`src/rtl/pipe_hazard_ctrl_pkg.sv`:
```
// Shared types for the pipeline hazard controller: FSM state encoding,
// flush counter width and the scoreboard entry width helper.
package pipe_hazard_ctrl_pkg;

  typedef enum logic [1:0] {
    ST_RUN    = 2'd0,
    ST_FLUSH  = 2'd1,
    ST_FREEZE = 2'd2
  } state_e;

  // Enough to hold FLUSH_CYCLES-1 for FLUSH_CYCLES in 1..3.
  localparam int FLUSH_CNT_W = 2;

  // A scoreboard entry is {valid, waddr}.
  function automatic int sb_entry_width(input int addr_w);
    return addr_w + 1;
  endfunction

endpackage

```
`src/rtl/hazard_scoreboard.sv`:
```
// Shadow scoreboard of in-flight register writers (EXE, MEM, WB) and the
// read-after-write comparison against the instruction sitting in ID.
module hazard_scoreboard
  import pipe_hazard_ctrl_pkg::*;
#(
  parameter int REG_ADDR_WIDTH = 5,
  parameter bit WB_BYPASS      = 1'b0,
  localparam int EW            = sb_entry_width(REG_ADDR_WIDTH)
) (
  input  logic                      clk,
  input  logic                      rst,
  input  logic                      shift_en,
  input  logic [EW-1:0]             e_in,
  input  logic                      id_valid,
  input  logic [REG_ADDR_WIDTH-1:0] id_raddr1,
  input  logic [REG_ADDR_WIDTH-1:0] id_raddr2,
  input  logic                      id_use_rs1,
  input  logic                      id_use_rs2,
  output logic                      raw_hazard
);

  logic [EW-1:0] e_q, m_q, w_q;
  logic [EW-1:0] e_d, m_d, w_d;
  logic          hz_rs1, hz_rs2;

  function automatic logic entry_hit(input logic [REG_ADDR_WIDTH-1:0] addr,
                                     input logic [EW-1:0]             entry);
    return entry[EW-1] && (entry[REG_ADDR_WIDTH-1:0] == addr);
  endfunction

  // Next entries: shift E->M->W on non-frozen cycles, otherwise hold.
  always_comb begin
    // NOTE: every always_comb output gets a default first so no path can infer a latch.
    e_d = e_q;
    m_d = m_q;
    w_d = w_q;
    if (shift_en) begin
      e_d = e_in;
      m_d = e_q;
      w_d = m_q;
    end
  end

  // Entry registers, cleared to invalid on reset.
  always_ff @(posedge clk) begin
    // NOTE: sequential state uses non-blocking assignments so all flops sample the same pre-edge values.
    if (rst) begin
      e_q <= '0;
      m_q <= '0;
      w_q <= '0;
    end else begin
      e_q <= e_d;
      m_q <= m_d;
      w_q <= w_d;
    end
  end

  // A source conflicts with any valid in-flight writer not yet visible to ID.
  always_comb begin
    hz_rs1 = id_valid && id_use_rs1 && (id_raddr1 != '0) &&
             (entry_hit(id_raddr1, e_q) || entry_hit(id_raddr1, m_q) ||
              (!WB_BYPASS && entry_hit(id_raddr1, w_q)));
    hz_rs2 = id_valid && id_use_rs2 && (id_raddr2 != '0) &&
             (entry_hit(id_raddr2, e_q) || entry_hit(id_raddr2, m_q) ||
              (!WB_BYPASS && entry_hit(id_raddr2, w_q)));
    raw_hazard = hz_rs1 || hz_rs2;
  end

endmodule

```
`src/rtl/pipe_hazard_ctrl.sv`:
```
// Pipeline controller for the five-stage core: RAW stalls via the shadow
// scoreboard, memory-wait freeze, redirect flush sequencing, perf counters.
module pipe_hazard_ctrl
  import pipe_hazard_ctrl_pkg::*;
#(
  parameter int REG_ADDR_WIDTH = 5,
  parameter bit WB_BYPASS      = 1'b0,
  parameter int FLUSH_CYCLES   = 1,
  parameter int PERF_WIDTH     = 32
) (
  input  logic                      clk,
  input  logic                      rst,
  input  logic                      id_valid,
  input  logic [REG_ADDR_WIDTH-1:0] id_raddr1,
  input  logic [REG_ADDR_WIDTH-1:0] id_raddr2,
  input  logic                      id_use_rs1,
  input  logic                      id_use_rs2,
  input  logic                      id_reg_wen,
  input  logic [REG_ADDR_WIDTH-1:0] id_reg_waddr,
  input  logic                      exe_redirect,
  input  logic                      mem_busy,
  output logic                      pc_enable,
  output logic                      if_id_reg_enable,
  output logic                      bpu_clear_ctrl,
  output logic                      id_exe_bubble,
  output logic                      id_exe_enable,
  output logic                      exe_mem_enable,
  output logic                      mem_wb_enable,
  output logic [PERF_WIDTH-1:0]     stall_cycles,
  output logic [PERF_WIDTH-1:0]     flush_count
);

  localparam int EW = sb_entry_width(REG_ADDR_WIDTH);
  localparam logic [FLUSH_CNT_W-1:0] FLUSH_LOAD = FLUSH_CNT_W'(FLUSH_CYCLES - 1);

  state_e                 state_q, state_d;
  state_e                 ret_state_q, ret_state_d;
  state_e                 cur_state;
  logic [FLUSH_CNT_W-1:0] flush_cnt_q, flush_cnt_d;
  logic [PERF_WIDTH-1:0]  stall_q, stall_d;
  logic [PERF_WIDTH-1:0]  flushes_q, flushes_d;
  logic                   shift_en;
  logic [EW-1:0]          e_in;
  logic                   raw_hazard;

  hazard_scoreboard #(
    .REG_ADDR_WIDTH (REG_ADDR_WIDTH),
    .WB_BYPASS      (WB_BYPASS)
  ) u_scoreboard (
    .clk        (clk),
    .rst        (rst),
    .shift_en   (shift_en),
    .e_in       (e_in),
    .id_valid   (id_valid),
    .id_raddr1  (id_raddr1),
    .id_raddr2  (id_raddr2),
    .id_use_rs1 (id_use_rs1),
    .id_use_rs2 (id_use_rs2),
    .raw_hazard (raw_hazard)
  );

  // Next-state and control outputs; priority busy > redirect > flush > RAW > normal.
  always_comb begin
    state_d          = state_q;
    ret_state_d      = ret_state_q;
    flush_cnt_d      = flush_cnt_q;
    stall_d          = stall_q;
    flushes_d        = flushes_q;
    pc_enable        = 1'b1;
    if_id_reg_enable = 1'b1;
    bpu_clear_ctrl   = 1'b0;
    id_exe_bubble    = 1'b0;
    id_exe_enable    = 1'b1;
    exe_mem_enable   = 1'b1;
    mem_wb_enable    = 1'b1;
    shift_en         = 1'b1;
    e_in             = {id_valid && id_reg_wen && (id_reg_waddr != '0), id_reg_waddr};

    // A frozen cycle resumes whatever the pipe was doing before the freeze.
    cur_state = (state_q == ST_FREEZE) ? ret_state_q : state_q;

    if (rst) begin
      pc_enable        = 1'b0;
      if_id_reg_enable = 1'b0;
      bpu_clear_ctrl   = 1'b1;
      id_exe_bubble    = 1'b1;
      e_in             = '0;
    end else if (mem_busy) begin
      pc_enable        = 1'b0;
      if_id_reg_enable = 1'b0;
      id_exe_enable    = 1'b0;
      exe_mem_enable   = 1'b0;
      mem_wb_enable    = 1'b0;
      shift_en         = 1'b0;
      stall_d          = stall_q + PERF_WIDTH'(1);
      state_d          = ST_FREEZE;
      ret_state_d      = cur_state;
    end else begin
      state_d = cur_state;
      if (exe_redirect) begin
        bpu_clear_ctrl = 1'b1;
        id_exe_bubble  = 1'b1;
        e_in           = '0;
        flush_cnt_d    = FLUSH_LOAD;
        state_d        = (FLUSH_LOAD != '0) ? ST_FLUSH : ST_RUN;
        flushes_d      = flushes_q + PERF_WIDTH'(1);
      end else if (cur_state == ST_FLUSH) begin
        bpu_clear_ctrl = 1'b1;
        id_exe_bubble  = 1'b1;
        e_in           = '0;
        flush_cnt_d    = flush_cnt_q - FLUSH_CNT_W'(1);
        if (flush_cnt_q <= FLUSH_CNT_W'(1)) state_d = ST_RUN;
      end else if (raw_hazard) begin
        pc_enable        = 1'b0;
        if_id_reg_enable = 1'b0;
        id_exe_bubble    = 1'b1;
        e_in             = '0;
        stall_d          = stall_q + PERF_WIDTH'(1);
      end
    end
  end

  // FSM, flush counter and performance counters.
  always_ff @(posedge clk) begin
    if (rst) begin
      state_q     <= ST_RUN;
      ret_state_q <= ST_RUN;
      flush_cnt_q <= '0;
      stall_q     <= '0;
      flushes_q   <= '0;
    end else begin
      state_q     <= state_d;
      ret_state_q <= ret_state_d;
      flush_cnt_q <= flush_cnt_d;
      stall_q     <= stall_d;
      flushes_q   <= flushes_d;
    end
  end

  assign stall_cycles = stall_q;
  assign flush_count  = flushes_q;

endmodule

```
`config.mk`:
```
export PLATFORM = sky130hd
export DESIGN_NAME = pipe_hazard_ctrl
export DESIGN_NICKNAME = d
export VERILOG_FILES = /design/src/rtl/pipe_hazard_ctrl_pkg.sv /design/src/rtl/hazard_scoreboard.sv /design/src/rtl/pipe_hazard_ctrl.sv
export SDC_FILE = /design/constraint.sdc
export NUM_CORES = 1
export LEC_CHECK = 0
export BUFFER_PORTS_ARGS = -buffer_cell sky130_fd_sc_hd__clkbuf_2
export CAP_MARGIN = 20
export CORE_MARGIN = 4
export CORE_UTILIZATION = 40
export DETAILED_ROUTE_END_ITERATION = 8
export HOLD_SLACK_MARGIN = 0.12
export PLACE_DENSITY_LB_ADDON = 0.2
export SLEW_MARGIN = 20
export SYNTH_ARGS = -nofsm -noshare
export SYNTH_HDL_FRONTEND = slang
export SYNTH_SLANG_ARGS = --single-unit
```
`constraint.sdc`:
```
create_clock -name clk -period 5.2 [get_ports clk]
set_input_delay 0.26 -clock clk [delete_from_list [all_inputs] [get_ports clk]]
set_output_delay 0.26 -clock clk [all_outputs]
set_load 0.1 [all_outputs]
```
# ---- Word level (Yosys, flattened, before mapping)
# Cells that the tools add are included.
dict set report classes {
  addsub 3
  order_cmp 1
  eq_ne 10
  n_mux 31
  bitwise 1
  reduce_logical 28
}
# operator n
set op_table {}
lappend op_table {{$mux W32} 4}
lappend op_table {{$add A32 B1 Y32 const B} 2}
lappend op_table {{$eq A5 B5 Y1} 6}
lappend op_table {{$mux W6} 4}
lappend op_table {{$mux W1} 16}
lappend op_table {{$reduce_bool A5 Y1} 3}
lappend op_table {{$logic_and A1 B1 Y1} 14}
lappend op_table {{$mux W2} 7}
lappend op_table {{$logic_or A1 B1 Y1} 5}
lappend op_table {{$reduce_and A2 Y1} 2}
lappend op_table {{$reduce_bool A2 Y1} 2}
lappend op_table {{$reduce_and A3 Y1} 1}
lappend op_table {{$reduce_or A3 Y1} 1}
lappend op_table {{$eq A2 B1 Y1 const B} 1}
lappend op_table {{$eq A2 B2 Y1 const B} 1}
lappend op_table {{$le A2 B1 Y1 const B} 1}
lappend op_table {{$ne A2 B1 Y1 const B} 1}
lappend op_table {{$ne A2 B2 Y1 const B} 1}
lappend op_table {{$sub A2 B1 Y2 const B} 1}
lappend op_table {{$not A1 Y1} 1}
dict set report totals {
  ff_bits 88
  output_inout_bits 71
  elab_cells 83
}

# ---- Depth between registers and ports, before layout
dict set report depth {
  word_depth 11
  ltp_mapped 10
  depth_no_buf 7
}

# ---- Hierarchy
# From an unflattened synthesis, not the netlist that was laid out.
dict set report hier_totals {
  hier_cells 493
  hier_area_um2 4291.6
}
# mod n_inst cells_per_inst area_per_inst_um2 seq_area_each_um2
set modules_own_cells {}
lappend modules_own_cells {pipe_hazard_ctrl 1 386 3286.9 1401.3}
lappend modules_own_cells {hazard_scoreboard 1 107 1004.7 360.3}

# ---- Least setup slack after synthesis
# OpenSTA, ideal clock, no wires.
dict set report synth_path {
  path_type {input to output}
  start {in id_raddr2[0]}
  end {out pc_enable}
  arrival_ns 3.637
  required_time_ns 4.940
  slack_ns 1.303
  path_stages 9
  n_path_buf 3
  path_cell_list {or4_1 > o211ai_1 > nor2_1 > o31ai_1 > o311a_4 > buf_2 > buf_2 > nor2b_1 > buf_4}
}
dict set report synth_via {
  elab_chain_len 11
  word_cells_on_any_way 17
  classes_between {eq/ne (3); mux (5); reduce/logical (9)}
}
# item line
set synth_rtl {}
lappend synth_rtl {{start, declared} pipe_hazard_ctrl.sv:15} ;# input logic [REG_ADDR_WIDTH-1:0] id_raddr2,
lappend synth_rtl {{$eq A5 B5 Y1} hazard_scoreboard.sv:28} ;# return entry[EW-1] && (entry[REG_ADDR_WIDTH-1:0] == addr);
lappend synth_rtl {{$logic_and A1 B1 Y1} hazard_scoreboard.sv:28}
lappend synth_rtl {{$logic_or A1 B1 Y1 (2 in a row)} hazard_scoreboard.sv:64} ;# (entry_hit(id_raddr2, e_q) || entry_hit(id_raddr2, m_q) ||
lappend synth_rtl {{$logic_and A1 B1 Y1 (*)} hazard_scoreboard.sv:63} ;# hz_rs2 = id_valid && id_use_rs2 && (id_raddr2 != '0) &&
lappend synth_rtl {{$logic_or A1 B1 Y1 (*)} hazard_scoreboard.sv:66} ;# raw_hazard = hz_rs1 || hz_rs2;
lappend synth_rtl {{$mux W1 (*) (5 in a row)} --}
lappend synth_rtl {{end, declared} pipe_hazard_ctrl.sv:22} ;# output logic pc_enable,
# Mark *: on every way between the ends. The rest lies on a longest branch, timed or not.

# ---- Final worst setup path
dict set report layout_path {
  start {reg u_scoreboard.e_q[0]}
  end {out pc_enable}
}
dict set report layout_via {
  elab_chain_len 11
  word_cells_on_any_way 16
  classes_between {eq/ne (2); mux (5); reduce/logical (9)}
}
# item line
set layout_rtl {}
lappend layout_rtl {{start, declared} hazard_scoreboard.sv:22} ;# logic [EW-1:0] e_q, m_q, w_q;
lappend layout_rtl {{start signal, assigned} hazard_scoreboard.sv:48} ;# e_q <= '0;
lappend layout_rtl {{start signal, assigned} hazard_scoreboard.sv:52} ;# e_q <= e_d;
lappend layout_rtl {{$eq A5 B5 Y1} hazard_scoreboard.sv:28}
lappend layout_rtl {{$logic_and A1 B1 Y1} hazard_scoreboard.sv:28}
lappend layout_rtl {{$logic_or A1 B1 Y1, on equally long branches (2 in a row)} {hazard_scoreboard.sv:61, hazard_scoreboard.sv:64}}
lappend layout_rtl {{$logic_and A1 B1 Y1, on equally long branches} {hazard_scoreboard.sv:60, hazard_scoreboard.sv:63}}
lappend layout_rtl {{$logic_or A1 B1 Y1 (*)} hazard_scoreboard.sv:66}
lappend layout_rtl {{$mux W1 (*)} pipe_hazard_ctrl.sv:113} ;# end else if (raw_hazard) begin
lappend layout_rtl {{$mux W1 (*)} pipe_hazard_ctrl.sv:107} ;# end else if (cur_state == ST_FLUSH) begin
lappend layout_rtl {{$mux W1 (*)} pipe_hazard_ctrl.sv:100} ;# if (exe_redirect) begin
lappend layout_rtl {{$mux W1 (*)} pipe_hazard_ctrl.sv:88} ;# end else if (mem_busy) begin
lappend layout_rtl {{$mux W1 (*)} pipe_hazard_ctrl.sv:82} ;# if (rst) begin
# Marks and branches as above.

==> Flow_metrics.wiki <==
{| class="wikitable"
! Metric !! Value
|-
| Run status || finished, final reports clean
|-
| Max-cap violations || 0
|-
| Lkg Pwr || 0.002061 uW
|-
| Clock-pin slew on the worst setup and hold paths || 0.09 ns
|-
| Antenna violations before repair || 0
|-
| Combinational family with the most area after synthesis || simple AND/OR/NAND/NOR gates
|-
| Final net count || 595
|-
| H-tree lvl count || 3
|-
| Gate count of the mapped netlist || 491
|-
| Cell chosen for the clock root || sky130_fd_sc_hd__clkbuf_8
|-
| Antenna cell count || 0
|-
| Top Ports || 94
|-
| Worst Setup Slack, final || 2.105 ns
|-
| Post-cts hold buffer count || 2
|-
| Share of synthesized flip-flops with an asynchronous set or reset || 0%
|-
| Clock tree skew after final layout || 0.01193 ns
|-
| Total number of clock tree sinks || 88
|-
| Number of rows created at floorplan || 37
|-
| Cell type with the largest total area after synthesis || sky130_fd_sc_hd__dfxtp_1
|-
| DRC Markers || 0
|-
| Cell Area, Synth || 4220 sq um
|-
| CTS tree || built
|-
| Layout fillers || 1,024
|-
| Share of the synthesized netlist area taken by xor and xnor gates || 12.04%
|-
| Worst-Margin Slew || 0.9267 ns
|-
| Minimum clock period after layout || 3.095 ns
|-
| Worst slack at placement || 2.301 ns
|-
| Switching Share || 24.25%
|-
| Horizontal die dimension || 110.7 um
|-
| Type of the most critical hold path || in2reg
|-
| Count of warnings emitted by yosys || 0
|-
| Prevailing post-synth register cell || sky130_fd_sc_hd__dfxtp_1
|-
| HPWL reported at the end of detailed placement || 7034 um
|-
| Sort of element at the start of the critical path || flip-flop
|-
| Mean post-synth cell area || 8.595 sq um
|-
| Largest driver fanout on the critical path || 63
|-
| Post-synthesis simple-gate area fraction || 25.94%
|-
| Portion of the post-synthesis area used by sequential elements || 41.74%
|-
| Setup Buffers After CTS || 0
|-
| Post-route antenna net violation count || 0
|-
| Global routing usage summed across all routing layers || 16.00%
|-
| Post-synthesis sequential element count || 88
|-
| Total via count in the routed design || 3,736
|-
| Buffers from clock root to sink, at most || 2
|-
| Total gr overflow || 0
|-
| Internal power of the cells || 1023 uW
|-
| Switching pwr || 327.5 uW
|-
| Sort of element at the end of the critical path || output pin
|-
| Number of failing hold endpoints at the final stage || 0
|-
| Max Clk Rate || 323.1 MHz
|-
| Growth of design area from synthesis to finish || 18.11%
|-
| Number of synthesized flops with an enable pin || 0
|-
| Ratio of cells with drive above 1 in the final layout || 19.34%
|-
| Drt total wl || 9932 um
|-
| Number of clock buffers inserted by TritonCTS || 9
|-
| Final setup TNS || 0 ns
|-
| Adder and majority gate portion of the synthesized area || 0.8894%
|-
| Area fraction in compound gates after synthesis || 12.27%
|-
| Critical path type || reg2out
|-
| Total of cells resized after clock tree synthesis || 0
|-
| Maximum number of pins on one net before global-route repair || 64
|-
| Vias in the first global route || 3,610
|-
| Top cell type's share of synthesized area || 41.74%
|-
| Tightest slew margin relative to the limit || 38.22%
|-
| Effective utilization at floorplan || 41.06%
|-
| Average detailed-routed wire length per instance || 13.99 um
|-
| Latest clock arrival within the worst-skew pair || 0.34 ns
|-
| Share of the cycle needed by the critical path after routing || 59.51%
|-
| Clock network power share || 40.0%
|-
| Syn nets || 517
|-
| Arrival time worst endpoint || 2.83 ns
|-
| Die footprint || 12,260 sq um
|-
| Vias per cell || 5.262
|-
| Max-slew violation total from the final report || 0
|-
| Worst supply voltage drop on vdd || 0.1245 mV
|-
| Unrepaired setup endpoints after global routing || no
|-
| Total iterations of the first detailed-routing run || 4
|-
| Wire length of the first global-routing pass || 16,750 um
|-
| Number of failing setup endpoints in the final timing report || 0
|-
| Seq pwr share || 51.1%
|-
| Cell types occupying the most area after synthesis || sky130_fd_sc_hd__dfxtp_1 (42%), sky130_fd_sc_hd__xor2_1 (8.7%), sky130_fd_sc_hd__nor2_1 (4.4%)
|-
| Critical path required time || 4.94 ns
|-
| Detailed Route Iter0 Violations || 136
|-
| Power per standard cell area || 271.0 nW/um^2
|-
| Placeable core area || 10,280 sq um
|-
| Chip height || 110.7 um
|-
| Share of cell area taken by muxes after synthesis || 3.558%
|-
| Input/output buffers || 93
|-
| Library cells used by synthesis || 36
|-
| RD Place Congestion || 0.8731
|-
| Fraction of power consumed by combinational cells || 8.9%
|}
[worst max-delay path, cell delays in order, from the launching register on]
cell and delay [ns]:
sky130_fd_sc_hd__dfxtp_1 0.44, sky130_fd_sc_hd__xor2_1 0.17, sky130_fd_sc_hd__nor4_1 0.07, sky130_fd_sc_hd__and3_1 0.18, sky130_fd_sc_hd__o31ai_1 0.31, sky130_fd_sc_hd__o311a_4 0.61
sky130_fd_sc_hd__nor2b_1 0.22, sky130_fd_sc_hd__clkbuf_2 0.48
[registers in the layout, indices dropped and copies added, names as in the netlist]
register / flops
u_scoreboard.w_q: 6
ret_state_q: 2
u_scoreboard.e_q: 6
stall_cycles: 32
flush_cnt_q: 2
state_q: 2
flush_count: 32
u_scoreboard.m_q: 6
[synthesized netlist by cell type, drive strengths merged (7+ instances only)]
library cell	count
nor3	7
nand2	25
nor2	50
and4	8
clkbuf	21
or4	13
and3	23
a21oi	36
or3	27
xor2	42
dfxtp	88
o31ai	11
nand3	28
o21ai	28
buf	8
xnor2	16
mux2i	15
nand4	11
[stage by stage]
step | area, sq um | std cells | power, uW | utilization, % | hold WS, ns
global route | 4985 | 710 | 1410 | 48.50 | 0.1271
finish | 4985 | 710 | 1351 | 48.50 | 0.1470
detailed placement | 4732 | 692 | 826.3 | 46.04 | 0.4673
CTS | 4985 | 710 | 1372 | 48.50 | 0.1218
global placement | 4732 | 692 | 824.9 | 46.04 | 0.4614
floorplan | 4220 | 491 | 796.9 | - | 0.3857
[cells by family (layout without fill, tap and decap cells)]
kind of cell    after synthesis  after routing
simple gates                205            205
compound gates               88             88
flops                        88             88
xor+xnor                     58             58
buf+inv                      34            117
mux                          15             15
fa+ha+maj                     3              3
[area by class of cell]
| cell class | count | area (sq um) | area share [%] |
|---|---|---|---|
| Tap cell | 136 | 170.2 | 3.414 |
| Sequential cell | 88 | 1762 | 35.34 |
| Clock inverter | 2 | 60.06 | 1.205 |
| Inverter | 5 | 18.77 | 0.3765 |
| Multi-Input combinational cell | 369 | 2308 | 46.31 |
| Timing Repair Buffer | 96 | 493.0 | 9.890 |
| Clock buffer | 14 | 172.7 | 3.464 |
[routing by layer]
metal  wire length (um)  part of all wire [%]  track usage [%]
met2               4864                    49            27.59
met3                312                   3.1            2.948
met1               4657                    47            20.11
met5                  0                     0                0
met4                 97                  0.98            5.337
[cell usage in the layout, fill, tap and decap left out, drive strengths merged, types with 7 or more instances in the layout]
cell | synthesis | routed
clkbuf | 21 | 107
dfxtp | 88 | 88
nor2 | 50 | 50
xor2 | 42 | 42
a21oi | 36 | 36
nand3 | 28 | 28
o21ai | 28 | 28
or3 | 27 | 27
nand2 | 25 | 25
and3 | 23 | 23
xnor2 | 16 | 16
mux2i | 15 | 15
or4 | 13 | 13
o31ai | 11 | 11
nand4 | 11 | 11
and4 | 8 | 8
nor3 | 7 | 7
[path summary, 6_finish.rpt]
check	slack (ns)	cells past startpoint	end	startpoint
max	2.11	7	pc_enable	u_scoreboard.e_q[0]
min	0.15	2	u_scoreboard.e_q[2]	id_reg_waddr[2]
max reg2reg	2.52	7	stall_cycles[22]	stall_cycles[3]
min reg2reg	0.48	2	ret_state_q[0]	ret_state_q[0]
[power by group through the flow]
stage | combinational [uW] | sequential [uW] | clock [uW]
6_report | 120 | 691 | 540
5_1_grt | 129 | 692 | 588
4_1_cts | 121 | 691 | 560
3_5_place_dp | 120 | 707 | 0
3_3_place_gp | 119 | 706 | 0
2_1_floorplan | 74.0 | 723 | 0
(Power assumes the default switching activity.)
